**src/rtl/sevseg_pkg.sv**
```systemverilog
// Shared definitions for the seven-segment scan driver: segment encoding,
// blank pattern and slot state type.
package sevseg_pkg;

  localparam logic [6:0] SEG_BLANK = 7'h7F;

  typedef enum logic {ST_ON, ST_GUARD} slot_state_e;

  // Active-low {a,b,c,d,e,f,g} pattern for one hex nibble.
  function automatic logic [6:0] hex7(input logic [3:0] h);
    logic [6:0] s;
    case (h)
      4'h0: s = 7'b0000001;
      4'h1: s = 7'b1001111;
      4'h2: s = 7'b0010010;
      4'h3: s = 7'b0000110;
      4'h4: s = 7'b1001100;
      4'h5: s = 7'b0100100;
      4'h6: s = 7'b0100000;
      4'h7: s = 7'b0001111;
      4'h8: s = 7'b0000000;
      4'h9: s = 7'b0000100;
      4'hA: s = 7'b0001000;
      4'hB: s = 7'b1100000;
      4'hC: s = 7'b0110001;
      4'hD: s = 7'b1000010;
      4'hE: s = 7'b0110000;
      default: s = 7'b0111000;
    endcase
    return s;
  endfunction

endpackage

```
**src/rtl/sevseg_scan_driver.sv**
```systemverilog
// Time-multiplexed 8-digit common-anode display scanner with frame snapshot,
// digit mask, decimal points, brightness PWM and guard tick. Optional
// leading-zero blanking is enabled by defining SEVSEG_LZB_EN.
module sevseg_scan_driver
  import sevseg_pkg::*;
#(
  parameter int NDIGITS    = 8,
  parameter int SLOT_TICKS = 16,
  parameter int BRT_W      = 4
) (
  input  logic                   clk_7seg,
  input  logic                   Rst,
  input  logic [4*NDIGITS-1:0]   value_in,
  input  logic [NDIGITS-1:0]     dp_in,
  input  logic [NDIGITS-1:0]     digit_mask,
  input  logic [BRT_W-1:0]       brightness,
  output logic [NDIGITS-1:0]     an,
  output logic [6:0]             sev_out,
  output logic                   dp,
  output logic                   frame_done
);

  localparam int TW = $clog2(SLOT_TICKS);
  localparam int DW = (NDIGITS > 1) ? $clog2(NDIGITS) : 1;
  localparam logic [TW:0] TMAX = (TW+1)'(SLOT_TICKS - 1);

  logic [TW-1:0]          tick_q;
  logic [DW-1:0]          digit_q;
  logic [4*NDIGITS-1:0]   value_s;
  logic [NDIGITS-1:0]     dp_s;
  logic [NDIGITS-1:0]     mask_s;
  logic [BRT_W-1:0]       brt_s;

  logic                   snap;
  logic                   tick_last;
  logic                   frame_last;
  logic [4*NDIGITS-1:0]   value_e;
  logic [NDIGITS-1:0]     dp_e;
  logic [NDIGITS-1:0]     mask_e;
  logic [BRT_W-1:0]       brt_e;
  logic [TW:0]            brt_x;
  logic [TW:0]            on_ticks;
  slot_state_e            slot_st;
  logic [3:0]             nib;
  logic                   lzb_cur;
  logic                   lit;
  logic [NDIGITS-1:0]     an_n;
  logic [6:0]             sev_n;
  logic                   dp_n;

  // The snapshot edge drives the outputs from the freshly sampled inputs so
  // the first slot of a frame already reflects the new shadow contents.
  always_comb begin
    snap       = (digit_q == '0) && (tick_q == '0);
    tick_last  = (tick_q == TW'(SLOT_TICKS - 1));
    frame_last = tick_last && (digit_q == DW'(NDIGITS - 1));
    value_e    = snap ? value_in   : value_s;
    dp_e       = snap ? dp_in      : dp_s;
    mask_e     = snap ? digit_mask : mask_s;
    brt_e      = snap ? brightness : brt_s;
    brt_x      = (TW+1)'(brt_e);
    on_ticks   = (brt_x > TMAX) ? TMAX : brt_x;
    slot_st    = ({1'b0, tick_q} < on_ticks) ? ST_ON : ST_GUARD;
    nib        = value_e[digit_q*4 +: 4];
`ifdef SEVSEG_LZB_EN
    lzb_cur    = (digit_q != '0) && ((value_e >> (digit_q*4)) == '0);
`else
    lzb_cur    = 1'b0;
`endif
    lit        = mask_e[digit_q] && (!lzb_cur || dp_e[digit_q]);
    an_n       = '1;
    sev_n      = SEG_BLANK;
    dp_n       = 1'b1;
    if (slot_st == ST_ON) begin
      an_n  = lit ? ~(NDIGITS'(1) << digit_q) : '1;
      sev_n = lzb_cur ? SEG_BLANK : hex7(nib);
      dp_n  = ~dp_e[digit_q];
    end
  end

  always_ff @(posedge clk_7seg) begin
    if (Rst) begin
      tick_q     <= '0;
      digit_q    <= '0;
      value_s    <= '0;
      dp_s       <= '0;
      mask_s     <= '0;
      brt_s      <= '0;
      an         <= '1;
      sev_out    <= SEG_BLANK;
      dp         <= 1'b1;
      frame_done <= 1'b0;
    end else begin
      tick_q <= tick_q + 1'b1;
      if (tick_last)
        digit_q <= (digit_q == DW'(NDIGITS - 1)) ? '0 : digit_q + 1'b1;
      if (snap) begin
        value_s <= value_in;
        dp_s    <= dp_in;
        mask_s  <= digit_mask;
        brt_s   <= brightness;
      end
      an         <= an_n;
      sev_out    <= sev_n;
      dp         <= dp_n;
      frame_done <= frame_last;
    end
  end

endmodule
```
**config.mk**
```make
export PLATFORM = sky130hd
export DESIGN_NAME = sevseg_scan_driver
export DESIGN_NICKNAME = d
export VERILOG_FILES = /design/src/rtl/sevseg_pkg.sv /design/src/rtl/sevseg_scan_driver.sv
export SDC_FILE = /design/constraint.sdc
export NUM_CORES = 1
export LEC_CHECK = 0
export BUFFER_PORTS_ARGS = -buffer_cell sky130_fd_sc_hd__buf_2
export CORE_ASPECT_RATIO = 0.8
export CORE_UTILIZATION = 37
export CTS_BUF_LIST = sky130_fd_sc_hd__clkbuf_16
export CTS_CLUSTER_DIAMETER = 80
export DETAILED_ROUTE_END_ITERATION = 8
export HOLD_SLACK_MARGIN = 0.06
export PLACE_DENSITY = 0.54
export SETUP_SLACK_MARGIN = 0.02
export SYNTH_ARGS = -nofsm -noshare
export SYNTH_HDL_FRONTEND = slang
export SYNTH_SLANG_ARGS = --single-unit
export TNS_END_PERCENT = 1
```
**constraint.sdc**
```tcl
create_clock -name clk_7seg -period 4.53 [get_ports clk_7seg]
set_input_delay 0.2265 -clock clk_7seg [delete_from_list [all_inputs] [get_ports clk_7seg]]
set_output_delay 0.2265 -clock clk_7seg [all_outputs]
set_load 0.01 [all_outputs]
```
# Word level (Yosys, flattened, before mapping)

Memories as Yosys holds them, arrays and structs flattened. A register that Yosys moved wholly into a read port is not among the register bits.
Index checks and enable logic that the tools add are counted.

Add/subtract/negate cells: 2
Order comparisons: 2
Equality and inequality tests: 2
Shift-type cells: 2
Muxes and demuxes: 9
Bitwise operators: 4
Reductions and logical operators: 6

Operators with widths:

| operator              | count |
|---|---|
| $mux W32              | 1 |
| $shiftx A32 B6 Y4     | 1 |
| $mux W8               | 2 |
| $not A8 Y8            | 1 |
| $shl A1 B3 Y8 const A | 1 |
| $bmux W1 S3           | 2 |
| $add A4 B1 Y4 const B | 1 |
| $eq A4 B4 Y1 const B  | 1 |
| $logic_not A4 Y1      | 1 |
| $lt A3 B4 Y1 const B  | 1 |
| $lt A4 B4 Y1          | 1 |
| $mux W4               | 1 |
| $add A3 B1 Y3 const B | 1 |
| $eq A3 B3 Y1 const B  | 1 |
| $logic_not A3 Y1      | 1 |
| $mux W3               | 1 |
| $not A1 Y1            | 3 |
| $reduce_or A3 Y1      | 1 |
| $logic_and A1 B1 Y1   | 2 |
| $mux W1               | 2 |
| $reduce_or A2 Y1      | 1 |

Register bits after elaboration: 69
Bits in read-only memories: 112
Input bits: 54
Output and inout port bits: 17
Word-level logic and storage cells: 37
Memories kept: 1

Memory list:

| name             | depth | width | read ports | clocked after memory_dff | wr ports | line             | text |
|---|---|---|---|---|---|---|---|
| (name not given) | 16    | 7     | 1          | 1                        | 0        | sevseg_pkg.sv:12 | `case (h)` |

# Longest topological paths before layout

Gate-level depths: netlist of the first run.

Word-level depth: 7
Depth in mapped cells: 15
Depth with buffers taken out: 13

# Least setup slack after synthesis of the first run

OpenSTA, ideal clock, no wires.

Kind: register to register
Start: register digit_q[1]
End: register sev_out[0]
Arrival: 3216 ps
Required time: 4408 ps
Path slack: 1193 ps
Cell stages (with the launch flop): 14
Period minus slack after synthesis: 3337 ps
Cells stage by stage: dfxtp_1 -> clkbuf_1 -> inv_1 -> ha_1 -> and4bb_4 -> nand2_4 -> buf_2 -> mux4_2 -> a22oi_1 -> nand3_1 -> ha_1 -> inv_1 -> mux2i_1 -> a221o_1

Longest elaborated chain between the ends: 6
Elaborated cells on any way between the ends: 8
Classes of those cells: 1 x order compare; 1 x shift; 2 x mux; 1 x bitwise; 3 x reduce/logical

RTL lines:

| element                                          | line                     | text |
|---|---|---|
| from (decl)                                      | sevseg_scan_driver.sv:28 | `logic [DW-1:0] digit_q;` |
| from (signal assigned)                           | sevseg_scan_driver.sv:96 | `digit_q <= (digit_q == DW'(NDIGITS - 1)) ? '0 : digit_q + 1'b1;` |
| branches (longest 6 deep; another with $mux W32) | -                        |  |
| to (decl)                                        | sevseg_scan_driver.sv:18 | `output logic [6:0] sev_out,` |

Parallel ways; which one is timed is not known.
A chain may end at the register's enable or synchronous reset.

# Final worst setup path of the first run

Start: register digit_q[1]
End: register sev_out[3]

Same word-level chain as after synthesis.

==> metrics.md, run 1 <==
| Metric | Value |
|---|---|
| Worst-Margin Slew | `768 ps` |
| Area contributors post-synth | `dfxtp_1 43%, mux4_2 8.8%, nand2_1 8.2%` |
| Hold/Removal Path Class | `in2reg` |
| Pwr/cell area | `414 mW/mm^2` |
| First-pass GRT wire length | `13.8 mm` |
| Vias/cell | `5.12` |
| Fin. Hold Viols | `0` |
| Largest net degree at the start of global routing | `62` |
| Multiplexer share of the synthesized area | `15.5%` |
| Yosys reg bits | `76` |
| Distinct cells, synth | `49` |
| Max_cap viols | `0` |
| Placed wire-length estimate | `5.85 mm` |
| Static leakage | `1.84 nW` |
| Skew-Pair Late Insertion Delay | `330 ps` |
| Fin Setup TNS | `0 ps` |
| Syn Std Cell Area | `0.00357 sq mm` |
| Max Clk Rate | `0.273 GHz` |
| Total GRT Usage | `17.6%` |
| CP peak stage delay | `570 ps` |
| Post-cts sizing count | `0` |
| Setup WS pre-CTS | `878 ps` |
| Xor/xnor share of the synthesized area | `0.490%` |
| CTS tree | `done` |
| Longest Clk Path Bufs | `2` |
| Synth cell count leaders | `78 x nand2_1, 76 x dfxtp_1, 39 x a21oi_1, 33 x nor2_1, 24 x mux2i_1` |
| Synth Area in Compound Gates | `13.5%` |
| Final period utilization | `80.8%` |
| Critical-path cell list | `inv_1 > ha_1 > and4bb_4 > nand2_4 > mux4_2 > a22oi_1 > and3_1 > inv_2 > ha_1 > inv_1 > nor2_1 > a211oi_1 > o21bai_1` |
| Count leader, synth | `nand2_1` |
| Initial core utilization | `38.7%` |
| Area of the multi-input gates | `0.00190 sq mm` |
| Skew final | `7.08 ps` |
| Die H | `89.9 microns` |
| Biggest area consumer among synthesized cells | `dfxtp_1` |
| TritonCTS Buffers | `9` |
| CTS sink cnt | `76` |
| EDFF count, synth | `0` |
| Worst r2r path cells | `13` |
| R2r setup slk | `870 ps` |
| Post-Synth Adder-Cell Area | `5.60%` |
| Rows | `31` |
| Synth-to-Final Area Change | `19.4%` |
| Relative max-transition margin | `48.4%` |
| Port Buffers | `70` |
| Residual DRC count | `5` |
| CP endpoint kind | `flip-flop` |
| Vias in the first global route | `2696` |
| Violated checks | `DRC` |
| Layout cells sized above 1 | `24.3%` |
| Mean Syn Cell Area | `9.19 sq um` |
| Non-filler cells, final | `568` |
| Initial antenna violation count | `0` |
| Crit path time final | `3660 ps` |
| Core Util, Final | `46.2%` |
| Hold depth | `3` |
| Average wire per standard cell | `14.7 microns` |
| Critical Path RT | `4740 ps` |
| Critical path type | `reg2reg` |
| Die area | `0.0101 sq mm` |
| Prevailing post-synth register cell | `dfxtp_1` |
| Status | `finished with violations` |
| DP Cell Count | `553` |
| Post-DRT Antenna Nets | `0` |
| RSZ-0062 raised after global routing | `false` |
| Syn Inst Count | `389` |
| Clk slew on worst S/H paths | `60 ps` |
| Post-synth top area share | `42.6%` |
| Die Wd | `112 microns` |
| CP Max Fanout | `45` |
| Cts hold-fix bufs | `0` |
| Ys async rst share | `0%` |
| Final Max Slew Viols | `0` |
| Main combinational cell family by area after synthesis | `simple AND/OR/NAND/NOR gates` |
| Layout fillers | `917` |
| Net count, final | `519` |
| Crit path arrival time | `3870 ps` |
| Yosys warning count | `0` |
| Total core area | `0.00923 sq mm` |
| Total gr overflow | `0` |
| Initial drt markers | `138` |
| CTS H-tree lvls | `3` |
| Clk root buf | `clkbuf_16` |
| Post-CTS setup buffer count | `0` |
| Max VDD drop | `0.000235 V` |
| Synthesized net count | `459` |
| Final WS setup | `871 ps` |
| Simple-Gate Fraction of Synth Area | `17.8%` |
| FF+latch area | `0.00152 sq mm` |
| Final setup vio count | `0` |
| Routed wire length | `8.37 mm` |
| Final GP Congestion | `0.750` |
| Vias | `2909` |
| Num ports | `71` |
| TritonRoute pass-1 iters | `6` |
| Ant diodes | `0` |
| Post-synthesis sequential area ratio | `42.6%` |
| CP Launch Type | `flip-flop` |
| Worst path slowest cell | `dfxtp_1` |
==> per-layer routing <==
layer | vias up | wire length (microns) | global-route usage, %
met5 | - | 0 | 0
met3 | 4 | 516 | 4.92
li1 | 1465 | - | -
met2 | 84 | 3600 | 25.5
met1 | 1356 | 4200 | 25.2
met4 | 0 | 57 | 5.07
==> worst max-delay path: cells and delay by family (launching register included) <==
kind / cells / cell delay, ps
compound gates: 3 / 500
fa+ha+maj: 2 / 500
buf+inv: 3 / 270
flops: 1 / 570
mux: 1 / 570
simple gates: 4 / 1110
==> kinds of logic after synthesis <==
kind of cell	Yosys count
adder cells (fa/ha/maj)	16
buffers and inverters	37
flip-flops	76
XOR/XNOR	2
AND/OR/NAND/NOR	145
AO/OA/AOI/OAI	75
multiplexers	38
==> through the flow <==
step	instance area (sq um)	total power, mW	hold slack (ps)
6_report	4270	1.77	142
5_1_grt	4270	1.86	139
4_1_cts	4270	1.79	133
3_5_place_dp	4000	1.11	446
3_3_place_gp	4000	1.11	439
2_1_floorplan	3570	1.02	362
==> path summary, 6_finish.rpt <==
kind / from / endpoint
worst min register to register: value_s[24] / value_s[24]
worst max-delay path: digit_q[1] / sev_out[3]
worst max register to register: digit_q[1] / sev_out[3]
worst min-delay path: value_in[23] / value_s[23]
==> cell type report <==
type / instances / area share [%]
flip-flops and latches: 76 / 35.6
multi-input cells: 276 / 44.4
inverters: 10 / 0.879
clock inverters: 6 / 1.14
well taps: 115 / 3.37
clock buffers: 9 / 5.28
repair buffers: 76 / 9.26
==> flip-flops by register name, summed over array words and instances (netlist names) <==
name        count
an              8
mask_s          8
digit_q         3
sev_out         7
tick_q          4
dp              1
frame_done      1
brt_s           4
value_s        32
dp_s            8
==> placed cells by master (no fill, tap or decap), types with 2 or more instances in the layout <==
| master | netlist | routed |
|---|---|---|
| mux2i_1 | 24 | 24 |
| ha_1 | 16 | 16 |
| inv_1 | 6 | 8 |
| dfxtp_1 | 76 | 76 |
| buf_2 | 3 | 70 |
| nand2b_1 | 6 | 6 |
| nor3_1 | 3 | 3 |
| clkinv_1 | 0 | 3 |
| clkbuf_16 | 0 | 9 |
| o21ai_1 | 4 | 4 |
| a41o_1 | 2 | 2 |
| a211oi_1 | 4 | 4 |
| nand3_1 | 13 | 13 |
| a221o_1 | 4 | 4 |
| a21oi_1 | 39 | 39 |
| a22oi_1 | 6 | 6 |
| o21ai_0 | 2 | 2 |
| nor2_1 | 33 | 33 |
| nand2_1 | 78 | 78 |
| o21bai_1 | 2 | 2 |
| mux4_2 | 14 | 14 |
| a22o_1 | 2 | 2 |
| inv_2 | 4 | 4 |
| buf_4 | 1 | 6 |
==> report_power, final <==
part | switching, mW | total, mW | internal (mW) | leakage (nW)
Clock | 0.255 | 0.668 | 0.413 | 0.140
Sequential | 0.0226 | 0.754 | 0.731 | 0.625
Combinational | 0.188 | 0.344 | 0.155 | 1.07
(Power assumes the default switching activity.)
==> inputs of run 2 (changes only) <==
- clock period: 4.53 -> 3.4 ns (I/O delays scaled with it)
==> run 2 against run 1 <==
Net effect: the run still ends with DRC left; worst hold slack got worse by 56 ps; clock power grew 23%; routed wire length rose by 2.1%; critical path depth stayed put; non-clock buffer count up 9; count of clock-buffer cells in the layout did not move; global-route usage grew 0.75 points; largest cell class unchanged; via count grew 1.0%; final area is 1.2% higher; power rose by 30%; sequential cell count is the same; fmax increased by 22%; highest routed layer unchanged.
==> metrics.md, run 2 (synthesized netlist as in run 1, its figures left out) <==
| Metric | Value |
|---|---|
| Layout cells sized above 1 | `26.0%` |
| CP Launch Type | `flip-flop` |
| Min-Delay Endpoint | `value_s[23]` |
| R2r setup slk | `390 ps` |
| Placed wire-length estimate | `5.95 mm` |
| Hold/Removal Path Class | `in2reg` |
| Clock share of power | `35.5%` |
| Post-CTS setup buffer count | `0` |
| Sw Pwr | `632 uW` |
| Initial core utilization | `38.7%` |
| Net count, final | `528` |
| Layout fillers | `911` |
| Residual DRC count | `5` |
| Crit path arrival time | `3220 ps` |
| Post-DRT Antenna Nets | `0` |
| Max Clk Rate | `0.333 GHz` |
| Total gr overflow | `0` |
| TritonRoute pass-1 iters | `7` |
| Sw Share | `27.4%` |
| Synth-to-Final Area Change | `20.9%` |
| Skew final | `5.57 ps` |
| CTS tree | `done` |
| Total GRT Usage | `18.3%` |
| CP endpoint kind | `flip-flop` |
| Relative max-transition margin | `57.4%` |
| Longest Clk Path Bufs | `2` |
| Post-Place Cell Area | `0.00406 sq mm` |
| CP Max Fanout | `24` |
| Initial antenna violation count | `0` |
| Static leakage | `1.87 nW` |
| Pwr/cell area | `533 mW/mm^2` |
| Final Max Slew Viols | `0` |
| Status | `finished with violations` |
| Internal power | `1.67 mW` |
| Vias/cell | `5.10` |
| Fin. Hold Viols | `0` |
| Largest net degree at the start of global routing | `61` |
| Average wire per standard cell | `14.8 microns` |
| Clk root buf | `clkbuf_16` |
| Die area | `0.0101 sq mm` |
| Combinational Power Share | `20.8%` |
| Skew-Pair Late Insertion Delay | `330 ps` |
| First-pass GRT wire length | `14.4 mm` |
| Critical path type | `reg2reg` |
| Final setup vio count | `0` |
| Total core area | `0.00923 sq mm` |
| Port Buffers | `70` |
| Num ports | `71` |
| Fin Setup TNS | `0 ps` |
| Violated checks | `DRC` |
| Vias | `2938` |
| Reg-to-reg critical path startpoint | `tick_q[0]` |
| Hold depth | `3` |
| Most frequent cells in the layout | `78 x nand2_1, 76 x dfxtp_1, 70 x buf_2` |
| Ant diodes | `0` |
| Initial drt markers | `199` |
| Max reg flops | `32` |
| Die Wd | `112 microns` |
| Clk slew on worst S/H paths | `60 ps` |
| Max_cap viols | `0` |
| Final period utilization | `88.4%` |
| Hold Crit Start | `value_in[23]` |
| Max VDD drop | `0.000277 V` |
| Sequential power share | `43.6%` |
| TritonCTS Buffers | `9` |
| Routed wire length | `8.55 mm` |
| Largest Register | `value_s` |
| Vias in the first global route | `2816` |
| Final GP Congestion | `0.786` |
| CTS H-tree lvls | `3` |
| Critical Path RT | `3620 ps` |
| Crit path time final | `3010 ps` |
| Cts hold-fix bufs | `0` |
| Die H | `89.9 microns` |
| RR Endpoint | `sev_out[3]` |
| Most common cell after layout, fill and taps aside | `nand2_1` |
| RSZ-0062 raised after global routing | `false` |
| Worst-Margin Slew | `639 ps` |
| Area of the multi-input gates | `0.00191 sq mm` |
| Rows | `31` |
| Worst r2r path cells | `13` |
| Post-cts sizing count | `0` |
| Finished Cell Area | `0.00432 sq mm` |
| FF+latch area | `0.00152 sq mm` |
| CTS sink cnt | `76` |
==> run 2: changes by cell type in the layout (fill, tap and decap cells not counted) <==
cell,delta
buf_4,+9
bufinv_16,-1
clkinvlp_4,+1
clkinv_1,-2
clkinv_2,+1
nand2_4,-1
nand2_8,+1
==> run 2: critical path, cell delays in order (launching register included) <==
cell and delay (ps):
dfxtp_1 390, inv_1 60, ha_1 200, and4bb_4 230, nand2_8 180, mux4_2 520, a22oi_1 170, and3_1 350
inv_2 70, ha_1 250, inv_1 90, nor2_1 50, a211oi_1 230, o21bai_1 90
==> run 2: how the worst max path moves through the flow <==
stage / slack [ps] / endpoint / cells past startpoint / startpoint
5_1_grt: 120 / sev_out[3] / 13 / tick_q[0]
3_3_place_gp: 370 / sev_out[0] / 12 / tick_q[0]
4_1_cts: 290 / sev_out[3] / 13 / tick_q[0]
2_1_floorplan: 60 / sev_out[0] / 13 / digit_q[1]
6_report: 390 / sev_out[3] / 13 / tick_q[0]
3_5_place_dp: 300 / sev_out[3] / 13 / tick_q[0]
==> run 2: metrics by stage <==
stage,power [mW],utilization (%),instances,hold WS [ps],worst slack (ps)
final,2.30,46.8,576,85.8,393
after global routing,2.45,46.8,576,78.3,116
after CTS,2.34,46.7,576,73.6,289
after detailed placement,1.50,44.0,562,430,297
after global placement,1.49,44.0,562,422,373
after floorplan,1.36,-,389,306,62.5
==> run 2: layout make-up <==
cell class | instances | share of cell area [%]
Multi-Input combinational cell | 276 | 44.1
Sequential cell | 76 | 35.2
Timing Repair Buffer | 85 | 10.7
Clock buffer | 9 | 5.21
Tap cell | 115 | 3.33
Inverter | 10 | 0.869
Clock inverter | 5 | 0.550
==> run 2: power groups by stage <==
| stage | Sequential (mW) | Combinational (mW) | Clock, mW |
|---|---|---|---|
| 2_1_floorplan | 1.03 | 0.335 | 0 |
| 3_3_place_gp | 1.02 | 0.474 | 0 |
| 3_5_place_dp | 1.02 | 0.480 | 0 |
| 4_1_cts | 1.01 | 0.480 | 0.850 |
| 5_1_grt | 1.01 | 0.540 | 0.894 |
| 6_report | 1.01 | 0.480 | 0.819 |
==> run 2: layer usage <==
layer | vias up | share of wire, % | wire, microns | GRT usage, %
met1 | 1362 | 50 | 4280 | 26.8
met2 | 80 | 44 | 3780 | 26.0
met4 | 0 | 0.60 | 51 | 5.74
met5 | - | 0 | 0 | 0
met3 | 4 | 5.1 | 434 | 4.86
li1 | 1492 | - | - | -
==> inputs of run 3 (changes only) <==
- BUFFER_PORTS_ARGS: -buffer_cell sky130_fd_sc_hd__buf_2 -> -buffer_cell sky130_fd_sc_hd__buf_4
==> run 3 against run 2 <==
Net effect: sequential power barely moved; die area did not move; final cell count rose by 0.35%; first-iteration DRC count fell by 28%; combinational power rose by 6.5%; core utilization rose by 2.5 points; global-route usage fell by 0.11 points; highest routed layer unchanged; the run still ends with DRC left; sequential share of layout area fell by 1.8 points; count of clock-buffer cells in the layout did not move; critical path depth fell by 1.
==> metrics.md, run 3 (synthesized netlist as in run 1, its figures left out) <==
| Metric | Value |
|---|---|
| Clock share of power | `39.6%` |
| First-pass GRT wire length | `14.3 mm` |
| Die Wd | `112 microns` |
| Final GP Congestion | `0.774` |
| Initial antenna violation count | `0` |
| Combinational Power Share | `20.4%` |
| Core Util, Final | `49.3%` |
| Post-cts sizing count | `0` |
| Total gr overflow | `0` |
| Vias | `2970` |
| Num ports | `71` |
| Most frequent cells in the layout | `85 x buf_4, 78 x nand2_1, 76 x dfxtp_1` |
| Relative max-transition margin | `55.2%` |
| Max_cap viols | `0` |
| Sw Share | `26.0%` |
| Max reg flops | `32` |
| Crit path buffers/inverters | `3` |
| Cts hold-fix bufs | `0` |
| Die area | `0.0101 sq mm` |
| Final period utilization | `92.2%` |
| Critical path type | `reg2reg` |
| RSZ-0062 raised after global routing | `false` |
| Total GRT Usage | `18.2%` |
| Post-CTS setup buffer count | `0` |
| CP peak stage delay | `550 ps` |
| Largest Register | `value_s` |
| Routed wire length | `8.69 mm` |
| Longest Clk Path Bufs | `2` |
| Initial drt markers | `143` |
| Synth-to-Final Area Change | `27.4%` |
| Final setup vio count | `0` |
| Critical Path RT | `3620 ps` |
| Internal power | `1.86 mW` |
| CP Launch Type | `flip-flop` |
| Final Max Slew Viols | `0` |
| TritonRoute pass-1 iters | `6` |
| Net count, final | `528` |
| Sequential power share | `40.0%` |
| Worst path slowest cell | `mux4_2` |
| Hold/Removal Path Class | `in2reg` |
| Residual DRC count | `5` |
| CP Max Fanout | `26` |
| Vias/cell | `5.14` |
| Initial core utilization | `38.7%` |
| Static leakage | `1.96 nW` |
| Critical-path cell list | `inv_1 > ha_1 > and4bb_4 > nand2_4 > mux4_2 > a22oi_1 > and3_1 > inv_2 > ha_1 > inv_1 > mux2i_1 > a221o_1` |
| Largest net degree at the start of global routing | `62` |
| Max VDD drop | `0.000355 V` |
| Violated checks | `DRC` |
| CTS H-tree lvls | `3` |
| Ant diodes | `0` |
| Most common cell after layout, fill and taps aside | `buf_4` |
| Placed wire-length estimate | `6.01 mm` |
| CTS tree | `done` |
| Vias in the first global route | `2832` |
| Skew final | `5.08 ps` |
| Total core area | `0.00923 sq mm` |
| Max Clk Rate | `0.319 GHz` |
| Sw Pwr | `654 uW` |
| Worst-Margin Slew | `672 ps` |
| Crit path arrival time | `3350 ps` |
| CTS sink cnt | `76` |
| Status | `finished with violations` |
| Rows | `31` |
| Fin. Hold Viols | `0` |
| TritonCTS Buffers | `9` |
| Clk slew on worst S/H paths | `60 ps` |
| CP endpoint kind | `flip-flop` |
| CP delay by family, top | `simple AND/OR/NAND/NOR gates` |
| Fin Setup TNS | `0 ps` |
| Skew-Pair Late Insertion Delay | `330 ps` |
| Layout cells sized above 1 | `26.1%` |
| Post-DRT Antenna Nets | `0` |
| Pwr/cell area | `552 mW/mm^2` |
| Clk root buf | `clkbuf_16` |
| Port Buffers | `70` |
| Crit path time final | `3140 ps` |
| Die H | `89.9 microns` |
| Average wire per standard cell | `15.0 microns` |
run 3: changes by cell type in the layout (fill, tap and decap cells not counted), sizes merged:
cell | previous run | this run
clkinv | 2 | 3
inv | 12 | 11
bufinv | 0 | 2
run 3: worst paths after layout:
path           startpoint          end  slack [ps]  depth (start not counted)
min          value_in[10]  value_s[10]          90                          3
max reg2reg     tick_q[0]   sev_out[0]         260                         12
max             tick_q[0]   sev_out[0]         260                         12
min reg2reg   value_s[14]  value_s[14]         450                          2
run 3: final cells by class:
cell class | instances | area (sq um)
fill | 873 | 4680
multi-input combinational | 276 | 1900
sequential | 76 | 1520
timing repair buffer | 85 | 638
clock buffer | 9 | 225
tap | 115 | 144
clock inverter | 7 | 82.6
inverter | 10 | 37.5
run 3: worst reg2reg max path: cells and delay by family, from the launching register on:
family          cells  cell delay (ps)
fa+ha+maj           2              410
simple gates        3              860
buf+inv             3              230
flops               1              400
compound gates      2              470
mux                 2              650
run 3: power by group through the flow:
stage,sequential [mW],combinational [mW],clock [mW]
global route,1.01,0.565,1.06
floorplan,1.03,0.335,0
detailed placement,1.03,0.512,0
CTS,1.01,0.513,1.02
global placement,1.02,0.505,0
finish,1.01,0.511,0.995
run 3: stage by stage:
step           setup WS, ps  area [sq um]  total power, mW  hold slack [ps]  instances
5_1_grt                69.1          4550             2.64             77.6        578
6_report                264          4550             2.51             88.9        578
3_3_place_gp            360          4240             1.53              429        562
2_1_floorplan          62.5          3570             1.36              306        389
3_5_place_dp            267          4240             1.54              433        562
4_1_cts                 256          4550             2.53             79.1        578
run 3: layer usage:
metal / vias up / GRT usage [%] / routed length [microns]
met4: 0 / 4.39 / 64
met3: 5 / 6.00 / 448
met5: - / 0 / 0
met1: 1414 / 26.3 / 4540
met2: 67 / 25.9 / 3640
li1: 1484 / - / -
